[config.mk]
export PLATFORM = sky130hd
export DESIGN_NAME = wb_stream_writer
export DESIGN_NICKNAME = d
export VERILOG_FILES = /design/src/rtl/wb_stream_writer_pkg.sv /design/src/rtl/wb_stream_writer_fifo_sync.sv /design/src/rtl/wb_stream_writer.sv
export SDC_FILE = /design/constraint.sdc
export NUM_CORES = 1
export LEC_CHECK = 0
export ABC_AREA = 1
export BUFFER_PORTS_ARGS = -buffer_cell sky130_fd_sc_hd__buf_2
export CAP_MARGIN = 25
export CORE_MARGIN = 5
export CORE_UTILIZATION = 53
export DETAILED_ROUTE_END_ITERATION = 16
export PLACE_DENSITY_LB_ADDON = 0.05
export SYNTH_ARGS = -nofsm -noshare
export SYNTH_HDL_FRONTEND = slang
export SYNTH_SLANG_ARGS = --single-unit
[constraint.sdc]
create_clock -name clk_i -period 2.2 [get_ports clk_i]
set_input_delay 0.44 -clock clk_i [delete_from_list [all_inputs] [get_ports clk_i]]
set_output_delay 0.44 -clock clk_i [all_outputs]
set_load 0.05 [all_outputs]
[src/rtl/wb_stream_writer_pkg.sv]
// Shared types for the stream-to-Wishbone writer: FSM states and decoded device responses.
package wb_stream_writer_pkg;

    typedef enum logic [1:0] {IDLE, REQ, BACKOFF} state_t;

    typedef enum logic [1:0] {RESP_NONE, RESP_ACK, RESP_RTY, RESP_ERR} resp_t;

    // err wins over rty, rty wins over ack when a device raises several at once
    function automatic resp_t decode_resp(input logic ack, input logic err, input logic rty);
        if (err) begin
            return RESP_ERR;
        end else if (rty) begin
            return RESP_RTY;
        end else if (ack) begin
            return RESP_ACK;
        end
        return RESP_NONE;
    endfunction

endpackage

[src/rtl/wb_stream_writer_fifo_sync.sv]
// Synchronous FIFO with combinational head and second-entry outputs.
module fifo_sync #(
    parameter int unsigned DAT_WIDTH = 8,
    parameter int unsigned DEPTH     = 4
) (
    input  logic                       clk_i,
    input  logic                       rst_i,
    input  logic                       push,
    input  logic                       pop,
    input  logic [DAT_WIDTH-1:0]       din,
    output logic [DAT_WIDTH-1:0]       dout,
    output logic [DAT_WIDTH-1:0]       dout_next,
    output logic                       full,
    output logic                       empty,
    output logic [$clog2(DEPTH):0]     count
);

    localparam int unsigned AW = $clog2(DEPTH);

    logic [DAT_WIDTH-1:0] mem [DEPTH];
    logic [AW:0]          wr_ptr_q;
    logic [AW:0]          rd_ptr_q;
    logic [AW-1:0]        rd_idx_next;
    logic                 do_push;
    logic                 do_pop;

    assign full        = (wr_ptr_q[AW] != rd_ptr_q[AW]) && (wr_ptr_q[AW-1:0] == rd_ptr_q[AW-1:0]);
    assign empty       = (wr_ptr_q == rd_ptr_q);
    assign count       = wr_ptr_q - rd_ptr_q;
    assign do_push     = push && !full;
    assign do_pop      = pop && !empty;
    assign rd_idx_next = rd_ptr_q[AW-1:0] + AW'(1);
    assign dout        = mem[rd_ptr_q[AW-1:0]];
    // Only meaningful while count >= 2; lets the writer preload the next word on ack
    assign dout_next   = mem[rd_idx_next];

    always_ff @(posedge clk_i) begin
        if (rst_i) begin
            wr_ptr_q <= '0;
            rd_ptr_q <= '0;
        end else begin
            if (do_push) begin
                wr_ptr_q <= wr_ptr_q + (AW+1)'(1);
            end
            if (do_pop) begin
                rd_ptr_q <= rd_ptr_q + (AW+1)'(1);
            end
        end
    end

    always_ff @(posedge clk_i) begin
        if (do_push) begin
            mem[wr_ptr_q[AW-1:0]] <= din;
        end
    end

endmodule

[src/rtl/wb_stream_writer.sv]
// Wishbone classic write controller draining a buffered valid/ready stream, with bounded retry.
module wb_stream_writer
    import wb_stream_writer_pkg::*;
#(
    parameter int unsigned DAT_WIDTH  = 8,
    parameter int unsigned FIFO_DEPTH = 4,
    parameter int unsigned MAX_RETRY  = 3
) (
    input  logic                 clk_i,
    input  logic                 rst_i,
    input  logic                 s_valid_i,
    output logic                 s_ready_o,
    input  logic [DAT_WIDTH-1:0] s_data_i,
    output logic                 cyc_o,
    output logic                 stb_o,
    output logic                 we_o,
    output logic [DAT_WIDTH-1:0] dat_o,
    input  logic                 ack_i,
    input  logic                 err_i,
    input  logic                 rty_i,
    output logic                 drop_o,
    output logic                 busy_o
);

    localparam int unsigned CW = $clog2(FIFO_DEPTH) + 1;
    localparam int unsigned RW = (MAX_RETRY > 0) ? $clog2(MAX_RETRY + 1) : 1;
    localparam logic [RW-1:0] MaxRetry = RW'(MAX_RETRY);

    state_t               state_q, state_d;
    logic [RW-1:0]        retry_q, retry_d;
    logic [DAT_WIDTH-1:0] dat_q, dat_d;
    logic                 drop_q, drop_d;
    logic                 s_ready_q, s_ready_d;
    resp_t                resp;

    logic                 push;
    logic                 pop;
    logic [DAT_WIDTH-1:0] head;
    logic [DAT_WIDTH-1:0] head_next;
    logic                 full;
    logic                 empty;
    logic [CW-1:0]        count;

    assign push = s_valid_i && s_ready_q;

    fifo_sync #(
        .DAT_WIDTH(DAT_WIDTH),
        .DEPTH    (FIFO_DEPTH)
    ) u_fifo (
        .clk_i    (clk_i),
        .rst_i    (rst_i),
        .push     (push),
        .pop      (pop),
        .din      (s_data_i),
        .dout     (head),
        .dout_next(head_next),
        .full     (full),
        .empty    (empty),
        .count    (count)
    );

    assign cyc_o     = (state_q == REQ);
    assign stb_o     = cyc_o;
    assign we_o      = cyc_o;
    assign dat_o     = dat_q;
    assign drop_o    = drop_q;
    assign s_ready_o = s_ready_q;
    assign busy_o    = !empty || cyc_o;

    // Responses outside a cycle are ignored
    assign resp = cyc_o ? decode_resp(ack_i, err_i, rty_i) : RESP_NONE;

    always_comb begin
        state_d = state_q;
        retry_d = retry_q;
        dat_d   = dat_q;
        drop_d  = 1'b0;
        pop     = 1'b0;
        unique case (state_q)
            IDLE: begin
                if (!empty) begin
                    state_d = REQ;
                    dat_d   = head;
                end
            end
            REQ: begin
                unique case (resp)
                    RESP_ACK: begin
                        pop     = 1'b1;
                        retry_d = '0;
                        if (count >= CW'(2)) begin
                            dat_d = head_next;
                        end else begin
                            state_d = IDLE;
                        end
                    end
                    RESP_ERR: begin
                        pop     = 1'b1;
                        drop_d  = 1'b1;
                        retry_d = '0;
                        state_d = IDLE;
                    end
                    RESP_RTY: begin
                        if (retry_q == MaxRetry) begin
                            pop     = 1'b1;
                            drop_d  = 1'b1;
                            retry_d = '0;
                            state_d = IDLE;
                        end else begin
                            retry_d = retry_q + RW'(1);
                            state_d = BACKOFF;
                        end
                    end
                    default: ;
                endcase
            end
            BACKOFF: begin
                state_d = REQ;
                dat_d   = head;
            end
            default: state_d = IDLE;
        endcase
    end

    // Ready tracks the post-edge occupancy, so a same-cycle pop cannot open it early
    always_comb begin
        s_ready_d = !full;
        unique case ({push, pop})
            2'b10:   s_ready_d = (count != CW'(FIFO_DEPTH - 1));
            2'b01:   s_ready_d = 1'b1;
            default: s_ready_d = !full;
        endcase
    end

    always_ff @(posedge clk_i) begin
        if (rst_i) begin
            state_q   <= IDLE;
            retry_q   <= '0;
            dat_q     <= '0;
            drop_q    <= 1'b0;
            s_ready_q <= 1'b1;
        end else begin
            state_q   <= state_d;
            retry_q   <= retry_d;
            dat_q     <= dat_d;
            drop_q    <= drop_d;
            s_ready_q <= s_ready_d;
        end
    end

endmodule
==> results of run 1 <==
==> placed cells by master, fill, tap and decap left out, drive strengths merged, types with 2 or more instances in the layout <==
| cell type | n |
|---|---|
| nand3 | 6 |
| o21ai | 28 |
| dfxtp | 22 |
| o211ai | 16 |
| a21oi | 26 |
| inv | 45 |
| nand2 | 95 |
| clkinv | 2 |
| edfxtp | 32 |
| buf | 33 |
| ha | 18 |
| nor2 | 31 |
| clkbuf | 5 |
==> flip-flops by register name (all words and copies together) (netlist names), named ones only <==
name             cells
u_fifo.rd_ptr_q      3
drop_o               1
s_ready_o            1
retry_q              2
state_q              2
u_fifo.mem          32
u_fifo.wr_ptr_q      3
dat_o                8
==> routing by layer <==
metal	global-route usage [%]	part of all wire, %
met5	0	0
met1	25.0	50
met2	23.0	42
met4	5.99	1.6
met3	2.96	6.4
==> area by class of cell <==
type,instances,area share [%]
sequential,54,44.2
multi-input combinational,229,39.0
timing repair buffer,33,5.75
inverter,44,5.20
tap,70,2.76
clock buffer,5,2.17
clock inverter,3,0.906
==> kinds of logic (layout without fill, tap and decap cells) <==
logic type               Yosys count  after routing  synth area share, %
AND/OR/NAND/NOR                  138            138                 19.7
adder cells (fa/ha/maj)           19             19                 8.52
flip-flops                        54             54                 48.7
AO/OA/AOI/OAI                     72             72                 14.3
buffers and inverters             59             85                 8.74
==> power by group <==
part	leakage [nW]	internal, mW	switching, mW
combinational	0.873	0.429	0.979
clock	0.0502	0.236	0.349
sequential	0.473	1.20	0.0683
==> critical path, delay by kind of cell (launching register included) <==
family,cells,cell delay (ps)
adders and majority gates,1,300
buffers and inverters,3,420
and+or+nand+nor,3,250
DFF,1,350
==> how the worst max path moves through the flow <==
stage                     cells after the start   endpoint  slack [ps]                from
after CTS                                     7     busy_o          30  u_fifo.wr_ptr_q[0]
after floorplan                              15  s_ready_o          30          state_q[1]
final                                         7     busy_o         130  u_fifo.wr_ptr_q[0]
after global placement                       12  s_ready_o         160               rty_i
after global routing                         13  s_ready_o           9          state_q[1]
after detailed placement                     12  s_ready_o          80               rty_i
==> metrics by stage <==
step / cells / utilization (%) / setup WS, ps
5_1_grt: 438 / 61.0 / 9.46
3_5_place_dp: 430 / 59.1 / 82.2
6_report: 438 / 61.0 / 125
3_3_place_gp: 430 / 59.1 / 160
4_1_cts: 438 / 60.9 / 30.4
2_1_floorplan: 342 / - / 33.5
==> qor.txt, run 1 <==
Ys Warns - 0
gr usage total - 16.4%
Syn Inst Count - 342
IO buf count - 27
count leader, synth - nand2_1
Pleak - 1.40 nW
Power per Cell Area - 1030 mW/mm^2
Congestion Overflow GR - 0
Clk Latency, worst-skew pair - 310 ps
core area - 0.00520 sq mm
nets - 400
Worst R2R End - s_ready_o
Tcrit/Tclk final - 94.3%
hold_buf cts - 0
DRT Wirelength - 5.40 mm
reg2reg setup slack - 150 ps
reg2reg path depth - 13
H-tree depth - 2
Multi-input gate area - 0.00124 sq mm
worst min path class - input pin to flip-flop
post-synth top area share - 33.4%
Placed Area - 0.00307 sq mm
Slew @ Worst Pin - 717 ps
Peak VDD IR - 0.588 mV
ys async rst share - 0%
Clock Skews - 8.35 ps
Routed Antenna Nets - 0
setup_tns - 0 ps
DP HPWL - 3.98 mm
initial drt markers - 219
Slew headroom - 52.0%
Synth Area per Inst - 8.41 sq um
RSZ-0062 raised after global routing - no
max_cap viols - 0
Bufs on Longest Clock Path - 2
Synth area leader - edfxtp_1
Tmin final - 2070 ps
Die ar. - 0.00700 sq mm
Root Driver - clkbuf_8
vias in the first global route - 2024
crit-path cells - inv_1 -> ha_1 -> nand2_1 -> buf_4 -> nor2_4 -> nand2_1 -> buf_4
critical path arrival - 1630 ps
CTS Sinks - 54
IO Count - 28
status - finished clean
largest net degree at the start of global routing - 27
Worst path max stage delay - 350 ps
die width - 83.7 um
FF+latch count, synth - 54
Startpoint Class - flip-flop
initial antenna violation count - 0
vias per inst - 4.97
Row Count - 26
layout cells sized above 1 - 15.5%
Fmax - 0.482 GHz
fin. max-slew vios - 0
router iterations before antenna repair - 4
DRC - 0
Worst setup EP type - primary output
crit path max fanout - 5
total power - 3.27 mW
Hold Crit Start - s_data_i[1]
Seq/Total Area, Yosys - 48.7%
Commonest cells post-synth - nand2_1 (91), inv_1 (42), edfxtp_1 (32)
ranking of synthesized cells by area - edfxtp_1 (33%), dfxtp_1 (15%), nand2_1 (12%)
Primary FF master, synth - edfxtp_1
number of synthesized flops with an enable pin - 32
CTS tree - yes
Vias - 2175
worst hold stages - 1
Setup-failing EPs final - 0
setup bufs post-CTS - 0
CTS buffer count - 5
Fin Hold WS - 336 ps
Final Cell Area - 0.00318 sq mm
Gates resized, CTS repair - 0
register area - 0.00140 sq mm
DR WL/cell - 12.3 um
Distinct cells, synth - 30
final hold vios - 0
clock input transition at the sequential cells of the worst setup and hold paths - 110 ps
Starting Density - 55.3%
first-pass GRT wire length - 9.47 mm
Synth Net Count - 375
ANT cells - 0
Slowest-stage cell, CP - dfxtp_2
Fillers - 456
Placer Congestion - 0.811
Post-Synthesis Cell Area - 0.00288 sq mm
chip height - 83.7 um
crit path kind - flip-flop to primary output
synth-to-layout area growth - 10.3%
CP Data Required Time - 1760 ps
WHS Endpoint - u_fifo.mem[1][1]
Worst R2R Start - state_q[1]
(Power assumes the default switching activity.)
==> run 2, diff against run 1 <==
--- a/config.mk
+++ b/config.mk
@@ -9,7 +9,8 @@
 export BUFFER_PORTS_ARGS = -buffer_cell sky130_fd_sc_hd__buf_2
 export CAP_MARGIN = 25
 export CORE_MARGIN = 5
-export CORE_UTILIZATION = 53
+export CORE_UTILIZATION = 55
+export CTS_BUF_LIST = sky130_fd_sc_hd__clkbuf_8
 export DETAILED_ROUTE_END_ITERATION = 16
 export PLACE_DENSITY_LB_ADDON = 0.05
 export SYNTH_ARGS = -nofsm -noshare
==> qor.txt, run 2 (same netlist as run 1, synthesis figures left out) <==
DP HPWL - 4.03 mm (+1.3%)
Worst R2R Start - state_q[1]
nets - 400 (unchanged)
Worst path max stage delay - 360 ps (about the same)
vias per inst - 4.98 (+0.23%)
router iterations before antenna repair - 4 (unchanged)
DR WL/cell - 12.8 um (+3.7%)
CP Data Required Time - 1760 ps (about the same)
Root Driver - clkbuf_8
Placed Area - 0.00307 sq mm (unchanged)
setup bufs post-CTS - 0 (unchanged)
layout cells sized above 1 - 16.6% (+1.1 points)
IO buf count - 27 (unchanged)
max_cap viols - 0 (unchanged)
Bufs on Longest Clock Path - 2 (unchanged)
worst min path class - input pin to flip-flop
initial antenna violation count - 0 (unchanged)
IO Count - 28 (unchanged)
DRT Wirelength - 5.59 mm (+3.7%)
setup_tns - 0 ps (unchanged)
Slew headroom - 48.6% (-3.4 points)
largest net degree at the start of global routing - 27 (unchanged)
most common cell after layout, fill and taps aside - nand2_1
Vias - 2180 (+0.23%)
Gates resized, CTS repair - 0 (unchanged)
Setup-failing EPs final - 0 (unchanged)
fin. max-slew vios - 0 (unchanged)
clock input transition at the sequential cells of the worst setup and hold paths - 110 ps (about the same)
Congestion Overflow GR - 0 (unchanged)
Placer Congestion - 0.779 (-3.9%)
chip height - 82.3 um (-1.6%)
vias in the first global route - 1999 (-1.2%)
crit path max fanout - 5 (unchanged)
Row Count - 26 (unchanged)
Clock Skews - 9.59 ps (+1.25 ps)
DRC - 0 (unchanged)
most frequent cells in the layout - nand2_1 (91), inv_1 (38), edfxtp_1 (32)
Slew @ Worst Pin - 768 ps (+50.4 ps)
CTS Sinks - 54 (unchanged)
core area - 0.00511 sq mm (-1.9%)
Clk Latency, worst-skew pair - 310 ps (about the same)
Startpoint Class - flip-flop
Die ar. - 0.00678 sq mm (-3.2%)
Pleak - 1.40 nW (about the same)
Routed Antenna Nets - 0 (unchanged)
Final Cell Area - 0.00318 sq mm (+0.28%)
Peak VDD IR - 0.576 mV (-1.9%)
synth-to-layout area growth - 10.7%
Fmax - 0.484 GHz (+0.35%)
CTS buffer count - 5 (unchanged)
hold_buf cts - 0 (unchanged)
Crit. Startpoint - u_fifo.wr_ptr_q[0]
first-pass GRT wire length - 9.47 mm (about the same)
CTS tree - yes
Tcrit/Tclk final - 94.0% (-0.33 points)
gr usage total - 18.5% (+2.1 points)
Hold Crit Start - s_data_i[1]
initial drt markers - 207 (-5.5%)
Finished Core Util - 62.3% (+1.3 points)
H-tree depth - 2 (unchanged)
RSZ-0062 raised after global routing - no
Worst setup EP type - primary output
Tmin final - 2070 ps (-7.19 ps)
max reg flops - 32 (unchanged)
Slowest-stage cell, CP - dfxtp_2
crit path kind - flip-flop to primary output
Final WS setup - 132 ps (+7.19 ps)
pre-CTS setup slack - 31.4 ps (-50.8 ps)
final hold vios - 0 (unchanged)
Power per Cell Area - 1040 mW/mm^2 (+0.77%)
critical path arrival - 1630 ps (about the same)
Starting Density - 56.3% (+1.1 points)
ANT cells - 0 (unchanged)
status - finished clean
total power - 3.30 mW (+1.1%)
crit-path cells - inv_2 -> ha_1 -> nand2_1 -> buf_4 -> nor2_4 -> nand2_1 -> buf_4
die width - 82.3 um (-1.6%)
-- run 2: worst max-delay path, delay by kind of cell (launching register included) --
family	cells	cell delay [ps]
AND/OR/NAND/NOR	3	280
flip-flops	1	360
buffers and inverters	3	400
adder cells (fa/ha/maj)	1	280
-- run 2: cell type report --
| class | instances | area [sq um] |
|---|---|---|
| fillers | 481 | 1920 |
| inverters | 44 | 165 |
| well taps | 70 | 87.6 |
| flip-flops and latches | 54 | 1400 |
| clock inverters | 3 | 28.8 |
| repair buffers | 33 | 183 |
| multi-input cells | 229 | 1250 |
| clock buffers | 5 | 68.8 |
-- run 2: worst paths after layout --
path              slack (ps)               end  cells after the start
setup / recovery         130            busy_o                      7
hold / removal           340  u_fifo.mem[1][1]                      1
setup reg to reg         230         s_ready_o                     14
hold reg to reg          490        retry_q[0]                      1
-- run 2: power by group --
part           internal [mW]  leakage [nW]  switching, mW
Sequential              1.20         0.473         0.0698
Clock                  0.237        0.0502          0.351
Combinational          0.440         0.873           1.00
Total                   1.88          1.40           1.42
-- run 2: through the flow --
| step | std cells | hold WS, ps |
|---|---|---|
| floorplan | 342 | 440 |
| global placement | 430 | 473 |
| detailed placement | 430 | 475 |
| CTS | 438 | 337 |
| global route | 438 | 334 |
| finish | 438 | 341 |
-- run 2: routing by layer --
metal  track usage [%]  vias up  part of all wire [%]
met5                 0        -                     0
met4              4.49        0                  0.88
met3              3.25        4                   6.2
met2              27.3       63                    44
met1              28.0      950                    49
li1                  -     1163                     -
==> run 3, diff against run 2 <==
--- a/config.mk
+++ b/config.mk
@@ -12,7 +12,7 @@
 export CORE_UTILIZATION = 55
 export CTS_BUF_LIST = sky130_fd_sc_hd__clkbuf_8
 export DETAILED_ROUTE_END_ITERATION = 16
-export PLACE_DENSITY_LB_ADDON = 0.05
+export PLACE_DENSITY_LB_ADDON = 0.15
 export SYNTH_ARGS = -nofsm -noshare
 export SYNTH_HDL_FRONTEND = slang
 export SYNTH_SLANG_ARGS = --single-unit
==> qor.txt, run 3 (same netlist as run 1, synthesis figures left out) <==
Tcrit/Tclk final - 93.6% (-0.42 points)
Slew @ Worst Pin - 755 ps (-12.6 ps)
Fmax - 0.486 GHz (+0.44%)
reg2reg setup slack - 190 ps (-40 ps)
Startpoint Class - flip-flop
synth-to-layout area growth - 11.4%
largest net degree at the start of global routing - 27 (unchanged)
Power per Cell Area - 1030 mW/mm^2 (-0.62%)
Worst setup EP type - primary output
Routed Antenna Nets - 0 (unchanged)
Peak VDD IR - 0.576 mV (about the same)
CP endpoint - busy_o
max reg flops - 32 (unchanged)
Setup-failing EPs final - 0 (unchanged)
Pleak - 1.41 nW (+1.1%)
Slowest-stage cell, CP - dfxtp_1
CTS tree - yes
DR WL/cell - 12.4 um (-2.6%)
Tmin final - 2060 ps (-9.14 ps)
die width - 82.3 um (unchanged)
Worst path max stage delay - 360 ps (about the same)
vias in the first global route - 1868 (-6.6%)
reg2reg path depth - 13 (-1)
Worst Path Buf+Inv - 3 (unchanged)
fin. max-slew vios - 0 (unchanged)
Clk Latency, worst-skew pair - 310 ps (about the same)
number of cells on the critical path - 7 (unchanged)
Row Count - 26 (unchanged)
DP HPWL - 4.09 mm (+1.3%)
most frequent cells in the layout - nand2_1 (91), inv_1 (40), edfxtp_1 (32)
CTS Sinks - 54 (unchanged)
gr usage total - 17.5% (-1.0 points)
crit path kind - flip-flop to primary output
placed cell count - 430 (unchanged)
layout cells sized above 1 - 16.7% (+0.14 points)
Final Non-Filler Cells - 441 (+0.68%)
nets - 403 (+0.75%)
register area - 0.00140 sq mm (about the same)
status - finished clean
Congestion Overflow GR - 0 (unchanged)
initial antenna violation count - 0 (unchanged)
Final WS setup - 141 ps (+9.15 ps)
max_cap viols - 0 (unchanged)
CP Data Required Time - 1760 ps (about the same)
IO buf count - 27 (unchanged)
setup_tns - 0 ps (unchanged)
Worst R2R Start - state_q[0]
chip height - 82.3 um (unchanged)
Clock Skews - 12.2 ps (+2.56 ps)
Worst R2R End - s_ready_o
critical path arrival - 1620 ps (about the same)
final hold vios - 0 (unchanged)
Root Driver - clkbuf_8
Starting Density - 56.3% (unchanged)
router iterations before antenna repair - 4 (unchanged)
initial drt markers - 182 (-12%)
first-pass GRT wire length - 9.14 mm (-3.6%)
core area - 0.00511 sq mm (unchanged)
most common cell after layout, fill and taps aside - nand2_1
crit-path cells - inv_1 -> ha_1 -> nand2_1 -> buf_4 -> nor2_4 -> nand2_1 -> buf_4
largest delay contributor family on the critical path - buffers and inverters
RSZ-0062 raised after global routing - no
hold_buf cts - 0 (unchanged)
Placer Congestion - 0.812 (+4.3%)
Die ar. - 0.00678 sq mm (unchanged)
Multi-input gate area - 0.00125 sq mm (+0.30%)
worst min path class - input pin to flip-flop
IO Count - 28 (unchanged)
Crit. Startpoint - u_fifo.wr_ptr_q[0]
CTS buffer count - 5 (unchanged)
vias per inst - 4.90 (-1.5%)
Fin Hold WS - 349 ps (+7.66 ps)
Slew headroom - 49.5% (+0.84 points)
crit path max fanout - 3 (-2)
DRC - 0 (unchanged)
Bufs on Longest Clock Path - 2 (unchanged)
DRT Wirelength - 5.49 mm (-1.9%)
clock input transition at the sequential cells of the worst setup and hold paths - 100 ps (about the same)
Fillers - 458 (-4.8%)
pre-CTS setup slack - 66.4 ps (+34.9 ps)
ANT cells - 0 (unchanged)
H-tree depth - 2 (unchanged)
Vias - 2162 (-0.83%)
-- run 3: cell count changes in the layout (fill, tap and decap cells not counted), sizes merged --
cell | previous run | this run
buf | 33 | 36
clkinv | 2 | 1
inv | 45 | 46
-- run 3: repair_timing --
item | 4_1_cts | 5_1_grt
endpoints found under the hold margin | 0 | 0
resized for setup | 0 | 8
setup buffers | 0 | 3
setup endpoints to repair | 0 | 7
-- run 3: cell type report --
type,count,share of cell area [%]
Sequential cell,54,43.7
Clock buffer,5,2.15
Tap cell,70,2.73
Inverter,44,5.15
Timing Repair Buffer,36,6.40
Multi-Input combinational cell,229,39.1
Clock inverter,3,0.819
-- run 3: power by group --
group / leakage [nW] / switching [mW] / internal, mW / total [mW]
Sequential: 0.473 / 0.0739 / 1.20 / 1.28
Clock: 0.0491 / 0.341 / 0.235 / 0.575
Combinational: 0.889 / 0.989 / 0.462 / 1.45
-- run 3: routing by layer --
layer / vias up / GRT usage (%) / wire [um]
li1: 1173 / - / -
met1: 929 / 27.2 / 2890
met2: 54 / 25.5 / 2300
met3: 6 / 2.60 / 240
met4: 0 / 3.99 / 53
met5: - / 0 / 0
-- run 3: through the flow --
step	total power, mW	util [%]	instance area (sq um)
after floorplan	2.48	-	2900
after global placement	2.69	60.2	3070
after detailed placement	2.70	60.2	3070
after CTS	3.28	62.1	3170
after global routing	3.55	62.8	3210
final	3.30	62.8	3210
-- run 3: worst min path at each step --
stage                        to  slack, ps  cells past startpoint         from
3_5_place_dp         retry_q[0]        470                      1   retry_q[0]
3_3_place_gp         retry_q[0]        480                      1   retry_q[0]
4_1_cts        u_fifo.mem[3][6]        340                      1  s_data_i[6]
6_report       u_fifo.mem[1][0]        350                      1  s_data_i[0]
2_1_floorplan        retry_q[0]        440                      1   retry_q[0]
5_1_grt        u_fifo.mem[1][0]        340                      1  s_data_i[0]
